### src/rtl/lcd1602_i2c_sequencer.sv
// rtl/lcd1602_i2c_sequencer.sv - HD44780 (4-bit, PCF8574 backpack) write sequencer for a byte-write I2C master
//
// Purpose: waits out LCD power-up, optionally replays the HD44780 4-bit init
// sequence, then accepts instruction/character bytes and turns each into
// four PCF8574 writes (high nibble EN=1/EN=0, low nibble EN=1/EN=0),
// followed by the controller settle delay.
//
// Ports:
//   clk, rst          system clock, synchronous active-high reset
//   req_valid/ready   request handshake; transfer when both high
//   req_rs, req_data  register select and byte for the LCD
//   backlight         BL bit, sampled as each I2C byte is built
//   i2c_start         one-cycle write strobe to the I2C master
//   i2c_addr          constant PCF8574 slave address
//   i2c_data          PCF8574 byte {D7..D4, BL, EN, RW=0, RS}
//   i2c_busy          master busy, rises the cycle after i2c_start
//   i2c_ack_err       NACK flag, valid in the cycle i2c_busy falls
//   init_done         high once the LCD is ready for requests
//   err               sticky NACK flag
//
// Build option: LCD_INIT_EN enables the built-in init ROM; without it the
// requester is responsible for sending the init commands.

module lcd1602_i2c_sequencer #(
  parameter logic [6:0] I2C_ADDR       = 7'h27,
  parameter int         POWERUP_CYCLES = 600000,
  parameter int         CMD_CYCLES     = 600,
  parameter int         LONG_CYCLES    = 60000
) (
  input  logic       clk,
  input  logic       rst,
  input  logic       req_valid,
  output logic       req_ready,
  input  logic       req_rs,
  input  logic [7:0] req_data,
  input  logic       backlight,
  output logic       i2c_start,
  output logic [6:0] i2c_addr,
  output logic [7:0] i2c_data,
  input  logic       i2c_busy,
  input  logic       i2c_ack_err,
  output logic       init_done,
  output logic       err
);

  localparam int CW = $clog2(POWERUP_CYCLES + 1);

  localparam logic [2:0] S_POWERUP = 3'd0;
`ifdef LCD_INIT_EN
  localparam logic [2:0] S_INIT    = 3'd1;
`endif
  localparam logic [2:0] S_IDLE    = 3'd2;
  localparam logic [2:0] S_LOAD    = 3'd3;
  localparam logic [2:0] S_ISSUE   = 3'd4;
  localparam logic [2:0] S_GAP     = 3'd5;
  localparam logic [2:0] S_WAIT    = 3'd6;
  localparam logic [2:0] S_DELAY   = 3'd7;

  localparam logic [CW-1:0] PU_LAST   = CW'(POWERUP_CYCLES - 1);
  // The WAIT cycle in which busy falls already counts as the first settle
  // cycle, so DELAY itself runs for N-1 cycles (terminal count N-2).
  localparam logic [CW-1:0] CMD_LAST  = CW'(CMD_CYCLES - 2);
  localparam logic [CW-1:0] LONG_LAST = CW'(LONG_CYCLES - 2);

  logic [2:0]    state;
  logic [CW-1:0] cnt;
  logic          item_rs;
  logic [7:0]    item_data;
  logic          item_nibble;  // nibble-only item: only data[7:4] is sent
  logic          item_long;    // item needs the long settle delay
  logic [1:0]    wr_idx;       // [1] selects low nibble, [0]=1 is the EN-low write

  logic          last_wr;
  logic [3:0]    cur_nib;
  logic [CW-1:0] delay_last;

`ifdef LCD_INIT_EN
  logic [2:0] init_idx;

  // Init ROM entry: {nibble_only, long_delay, data}
  function automatic logic [9:0] init_rom(input logic [2:0] idx);
    case (idx)
      3'd0:    init_rom = {1'b1, 1'b1, 8'h30};
      3'd1:    init_rom = {1'b1, 1'b0, 8'h30};
      3'd2:    init_rom = {1'b1, 1'b0, 8'h30};
      3'd3:    init_rom = {1'b1, 1'b0, 8'h20};
      3'd4:    init_rom = {1'b0, 1'b0, 8'h28};
      3'd5:    init_rom = {1'b0, 1'b0, 8'h0C};
      3'd6:    init_rom = {1'b0, 1'b0, 8'h06};
      default: init_rom = {1'b0, 1'b1, 8'h01};
    endcase
  endfunction
`endif

  assign i2c_addr   = I2C_ADDR;
  assign req_ready  = (state == S_IDLE) && init_done;
  assign i2c_start  = (state == S_ISSUE) && !i2c_busy;
  assign last_wr    = item_nibble ? (wr_idx == 2'd1) : (wr_idx == 2'd3);
  assign cur_nib    = wr_idx[1] ? item_data[3:0] : item_data[7:4];
  assign delay_last = item_long ? LONG_LAST : CMD_LAST;

  always_ff @(posedge clk) begin
    if (rst) begin
      state       <= S_POWERUP;
      cnt         <= '0;
      item_rs     <= 1'b0;
      item_data   <= 8'h00;
      item_nibble <= 1'b0;
      item_long   <= 1'b0;
      wr_idx      <= 2'd0;
      i2c_data    <= 8'h00;
      init_done   <= 1'b0;
      err         <= 1'b0;
`ifdef LCD_INIT_EN
      init_idx    <= 3'd0;
`endif
    end else begin
      case (state)
        S_POWERUP: begin
          if (cnt == PU_LAST) begin
            cnt <= '0;
`ifdef LCD_INIT_EN
            init_idx <= 3'd0;
            state    <= S_INIT;
`else
            init_done <= 1'b1;
            state     <= S_IDLE;
`endif
          end else begin
            cnt <= cnt + 1'b1;
          end
        end

`ifdef LCD_INIT_EN
        S_INIT: begin
          {item_nibble, item_long, item_data} <= init_rom(init_idx);
          item_rs <= 1'b0;
          wr_idx  <= 2'd0;
          state   <= S_LOAD;
        end
`endif

        S_IDLE: begin
          if (req_valid && init_done) begin
            item_rs     <= req_rs;
            item_data   <= req_data;
            item_nibble <= 1'b0;
            // clear display / return home need the long settle time
            item_long   <= !req_rs && (req_data[7:2] == 6'd0) && (req_data[1:0] != 2'd0);
            wr_idx      <= 2'd0;
            state       <= S_LOAD;
          end
        end

        S_LOAD: begin
          i2c_data <= {cur_nib, backlight, ~wr_idx[0], 1'b0, item_rs};
          state    <= S_ISSUE;
        end

        S_ISSUE: begin
          if (!i2c_busy) state <= S_GAP;
        end

        // Master raises busy one cycle after start; skip that cycle so the
        // stale low busy is not mistaken for completion.
        S_GAP: state <= S_WAIT;

        S_WAIT: begin
          if (!i2c_busy) begin
            if (i2c_ack_err) err <= 1'b1;
            if (last_wr) begin
              cnt   <= '0;
              state <= S_DELAY;
            end else begin
              wr_idx <= wr_idx + 2'd1;
              state  <= S_LOAD;
            end
          end
        end

        S_DELAY: begin
          if (cnt == delay_last) begin
            cnt <= '0;
`ifdef LCD_INIT_EN
            if (!init_done) begin
              if (init_idx == 3'd7) begin
                init_done <= 1'b1;
                state     <= S_IDLE;
              end else begin
                init_idx <= init_idx + 3'd1;
                state    <= S_INIT;
              end
            end else begin
              state <= S_IDLE;
            end
`else
            state <= S_IDLE;
`endif
          end else begin
            cnt <= cnt + 1'b1;
          end
        end

        default: begin
          cnt   <= '0;
          state <= S_POWERUP;
        end
      endcase
    end
  end

endmodule
### config.mk
export PLATFORM = sky130hd
export DESIGN_NAME = lcd1602_i2c_sequencer
export DESIGN_NICKNAME = d
export VERILOG_FILES = /design/src/rtl/lcd1602_i2c_sequencer.sv
export SDC_FILE = /design/constraint.sdc
export NUM_CORES = 1
export LEC_CHECK = 0
export BUFFER_PORTS_ARGS = -buffer_cell sky130_fd_sc_hd__buf_2
export CORE_MARGIN = 4
export CORE_UTILIZATION = 39
export CTS_BUF_LIST = sky130_fd_sc_hd__clkbuf_8 sky130_fd_sc_hd__clkbuf_16
export DETAILED_ROUTE_END_ITERATION = 8
export PLACE_DENSITY = 0.69
export SLEW_MARGIN = 20
export SYNTH_ARGS = -nofsm -noshare
export SYNTH_HDL_FRONTEND = slang
export SYNTH_SLANG_ARGS = --single-unit
### constraint.sdc
create_clock -name clk -period 4.6 [get_ports clk]
set_input_delay 0.23 -clock clk [delete_from_list [all_inputs] [get_ports clk]]
set_output_delay 0.23 -clock clk [all_outputs]
set_load 0.02 [all_outputs]
==> metrics.md <==
| Metric | Value |
|---|---|
| HPWL after detailed placement | `3853 um` |
| Buffer type at the clock tree root | `clkbuf_8` |
| Crit Path Max Fanout | `15` |
| Achievable Freq | `404.4 MHz` |
| Vertical extent of the die | `88 um` |
| Net Switching | `0.2455 mW` |
| Total congestion overflow | `0` |
| Die Width | `88 um` |
| Register share of total power | `46.8%` |
| Post-route DRC violation count | `0` |
| Post-synthesis cell count | `297` |
| Category of the most critical setup path | `register to register` |
| I/O pin count | `34` |
| Fillcell total | `582` |
| Combinational fraction of design power | `17.0%` |
| Post-CTS Resized | `0` |
| Total Die Area | `7744 um2` |
| First DRT Iteration DRCs | `158` |
| Count of hold buffers inserted by post-cts repair | `0` |
| Most common library cell in the layout ignoring fill and taps | `dfxtp_1` |
| Number of buffers added by the clock tree synthesis step | `5` |
| R2R cell count | `6` |
| Buffers from clock root to sink, at most | `2` |
| Class of the most critical hold timing path | `input pin to register` |
| Worst R2R Start | `cnt[1]` |
| Initial cell density of the core | `41.18%` |
| First-pass GRT wire length | `9190 um` |
| Req. time, crit path | `4.74 ns` |
| Power density normalized to cell area | `322.7 nW/um2` |
| Number of nets in the layout | `330` |
| Average via count per standard cell | `5.591` |
| Mean area per synthesized cell | `8.405 um2` |
| Part of the Yosys area used for sequential elements | `35.29%` |
| Wire length reported by the detailed router | `5413 um` |
| Arrival time of data at the critical path endpoint | `2.61 ns` |
| Highest ir drop seen on vdd | `0.1737 mV` |
| Source of the critical timing path | `cnt[1]` |
| Crit share post-route | `53.76%` |
| Element type at the critical path end | `register` |
| Layout overhead on the synthesized area | `9.574%` |
| Sw Ratio | `27.82%` |
| P_leak | `0.9112 nW` |
| Area occupied by multi-input gates | `1483 um2` |
| Clk Latency, worst-skew pair | `0.30 ns` |
| Tightest slew margin relative to the limit | `38.42%` |
| Type of origin of the critical path | `register` |
| Clock network power share | `36.3%` |
| Mapped Area | `2496 um2` |
| # diodes | `0` |
| R2R Setup Slk | `2.13 ns` |
| Num Clock Sinks | `44` |
| Critical Path, Cell by Cell | `ha_1, or4b_4, nor4_4, nand3_2, a211oi_4, nor3_1` |
| Vias | `2158` |
| Largest incremental delay on the critical path | `0.80 ns` |
| Final count of hold timing violations | `0` |
| Proportion of synthesized flip-flops having asynchronous set or reset | `0%` |
| Internal cell power | `0.6372 mW` |
| H-tree levels | `2` |
| Total routing resource utilization after global routing | `14.77%` |
| Top FF cell, synth | `dfxtp_1` |
| Number of distinct standard cells referenced by the synthesized netlist | `55` |
| Placement row count | `28` |
| Pin count of the biggest net entering global routing | `45` |
| Worst flop-to-flop path endpoint | `cnt[3]` |
| Sequential cell area | `880.8 um2` |
| Ratio of cells with drive above 1 in the final layout | `18.33%` |
| Count of input and output buffers | `25` |
| Critical path capture point | `cnt[3]` |
| Worst-Margin Slew | `0.9237 ns` |
| Worst clock skew | `0.006751 ns` |
| Number of storage elements in the synthesis netlist | `44` |
| Number of global-route vias before repair | `1979` |
| Pins Over Slew Limit | `0` |
| Clk slew on worst S/H paths | `0.08 ns` |
| Final design utilization | `45.13%` |
| Number of enable flip-flop cells after synthesis | `0` |
| WL/cell | `14.02 um` |
| Number of antenna violations at the first check in global routing | `0` |
| Number of detailed-route iterations in the first pass | `4` |
| # setup viols final | `0` |
| Tmin final | `2.473 ns` |
| Clock tree from TritonCTS | `done` |
| Synth Warn # | `0` |
| Unrepaired setup endpoints after global routing | `no` |
| Setup tns final | `0 ns` |
| Commonest cells after routing, fill and taps aside | `44 x dfxtp_1, 29 x nand2_1, 25 x buf_2` |
| Antenna Violating Nets Remaining | `0` |
| Standard cell with the maximum stage delay on the critical path | `a211oi_4` |
| Core outline area | `6061 um2` |
| Final weighted congestion in routability-driven placement | `0.8192` |
| Setup Fix Bufs, Post-CTS | `0` |
| Max-capacitance violation count | `0` |
| Result of the run | `completed` |
## synthesized netlist by cell type, types with 8 or more instances
library cell	instances	area [um2]
nand4_1	10	62.56
xor2_1	8	70.07
nor2_1	24	90.09
nand3_1	17	85.08
nor3_1	13	65.06
dfxtp_1	44	880.8
clkbuf_1	15	56.30
buf_4	8	60.06
nor4_1	8	50.05
a21oi_1	18	90.09
nor3_2	11	110.1
nand2_1	29	108.9
## stage by stage
step / hold slack (ns) / setup slack (ns) / power [mW] / area, um2 / std cells
2_1_floorplan: 0.3772 / 2.534 / 0.5445 / 2519 / 303
3_3_place_gp: 0.4422 / 2.172 / 0.5705 / 2609 / 378
3_5_place_dp: 0.4477 / 2.111 / 0.5695 / 2609 / 378
4_1_cts: 0.1696 / 2.095 / 0.8929 / 2735 / 386
5_1_grt: 0.1987 / 1.960 / 0.9284 / 2735 / 386
6_report: 0.1765 / 2.127 / 0.8827 / 2735 / 386
## worst min path at each step
stage                 start      endpoint  depth (start not counted)
3_5_place_dp   item_data[6]  item_data[6]                          2
6_report        i2c_ack_err           err                          3
2_1_floorplan     backlight   i2c_data[3]                          2
3_3_place_gp   item_data[6]  item_data[6]                          2
4_1_cts           backlight   i2c_data[3]                          3
5_1_grt         req_data[7]  item_data[7]                          3
## layer usage
metal / GRT usage (%) / vias to the layer above / wire [um]
li1: - / 1081 / -
met1: 20.72 / 1011 / 2586
met2: 21.92 / 57 / 2514
met3: 2.352 / 9 / 200
met4: 7.252 / 0 / 111
met5: 0 / - / 0
## cells by family (layout without fill, tap and decap cells)
kind of cell,Yosys count,after routing,synth area share [%]
compound gates,50,50,13.98
xor+xnor,15,15,5.263
fa+ha+maj,6,6,2.907
buf+inv,31,39,6.215
flops,44,44,35.29
mux,7,7,2.807
other cells,2,8,0.3009
simple gates,142,142,33.23
## worst max-delay path: cells and delay by family, from the launching register on
kind | cells | cell delay (ns)
AO/OA/AOI/OAI | 1 | 0.80
adder cells (fa/ha/maj) | 1 | 0.16
flip-flops | 1 | 0.40
AND/OR/NAND/NOR | 4 | 0.96
## area by class of cell
| cell class | instances | share of cell area (%) |
|---|---|---|
| inverter | 5 | 0.6862 |
| timing repair buffer | 26 | 4.849 |
| multi-input combinational | 228 | 54.21 |
| tap | 75 | 3.431 |
| clock inverter | 1 | 1.098 |
| sequential | 44 | 32.20 |
| clock buffer | 7 | 3.522 |
## power by group through the flow
stage	logic, mW	registers, mW	clock network (mW)
finish	0.150	0.413	0.320
global route	0.169	0.416	0.344
CTS	0.149	0.412	0.331
detailed placement	0.148	0.421	0
global placement	0.150	0.421	0
floorplan	0.131	0.413	0
## state kept, by name, summed over array words and instances (netlist names)
register,count
cnt,20
err,1
i2c_data,7
init_done,1
item_data,8
item_long,1
item_rs,1
state,3
wr_idx,2
(Power assumes the default switching activity.)
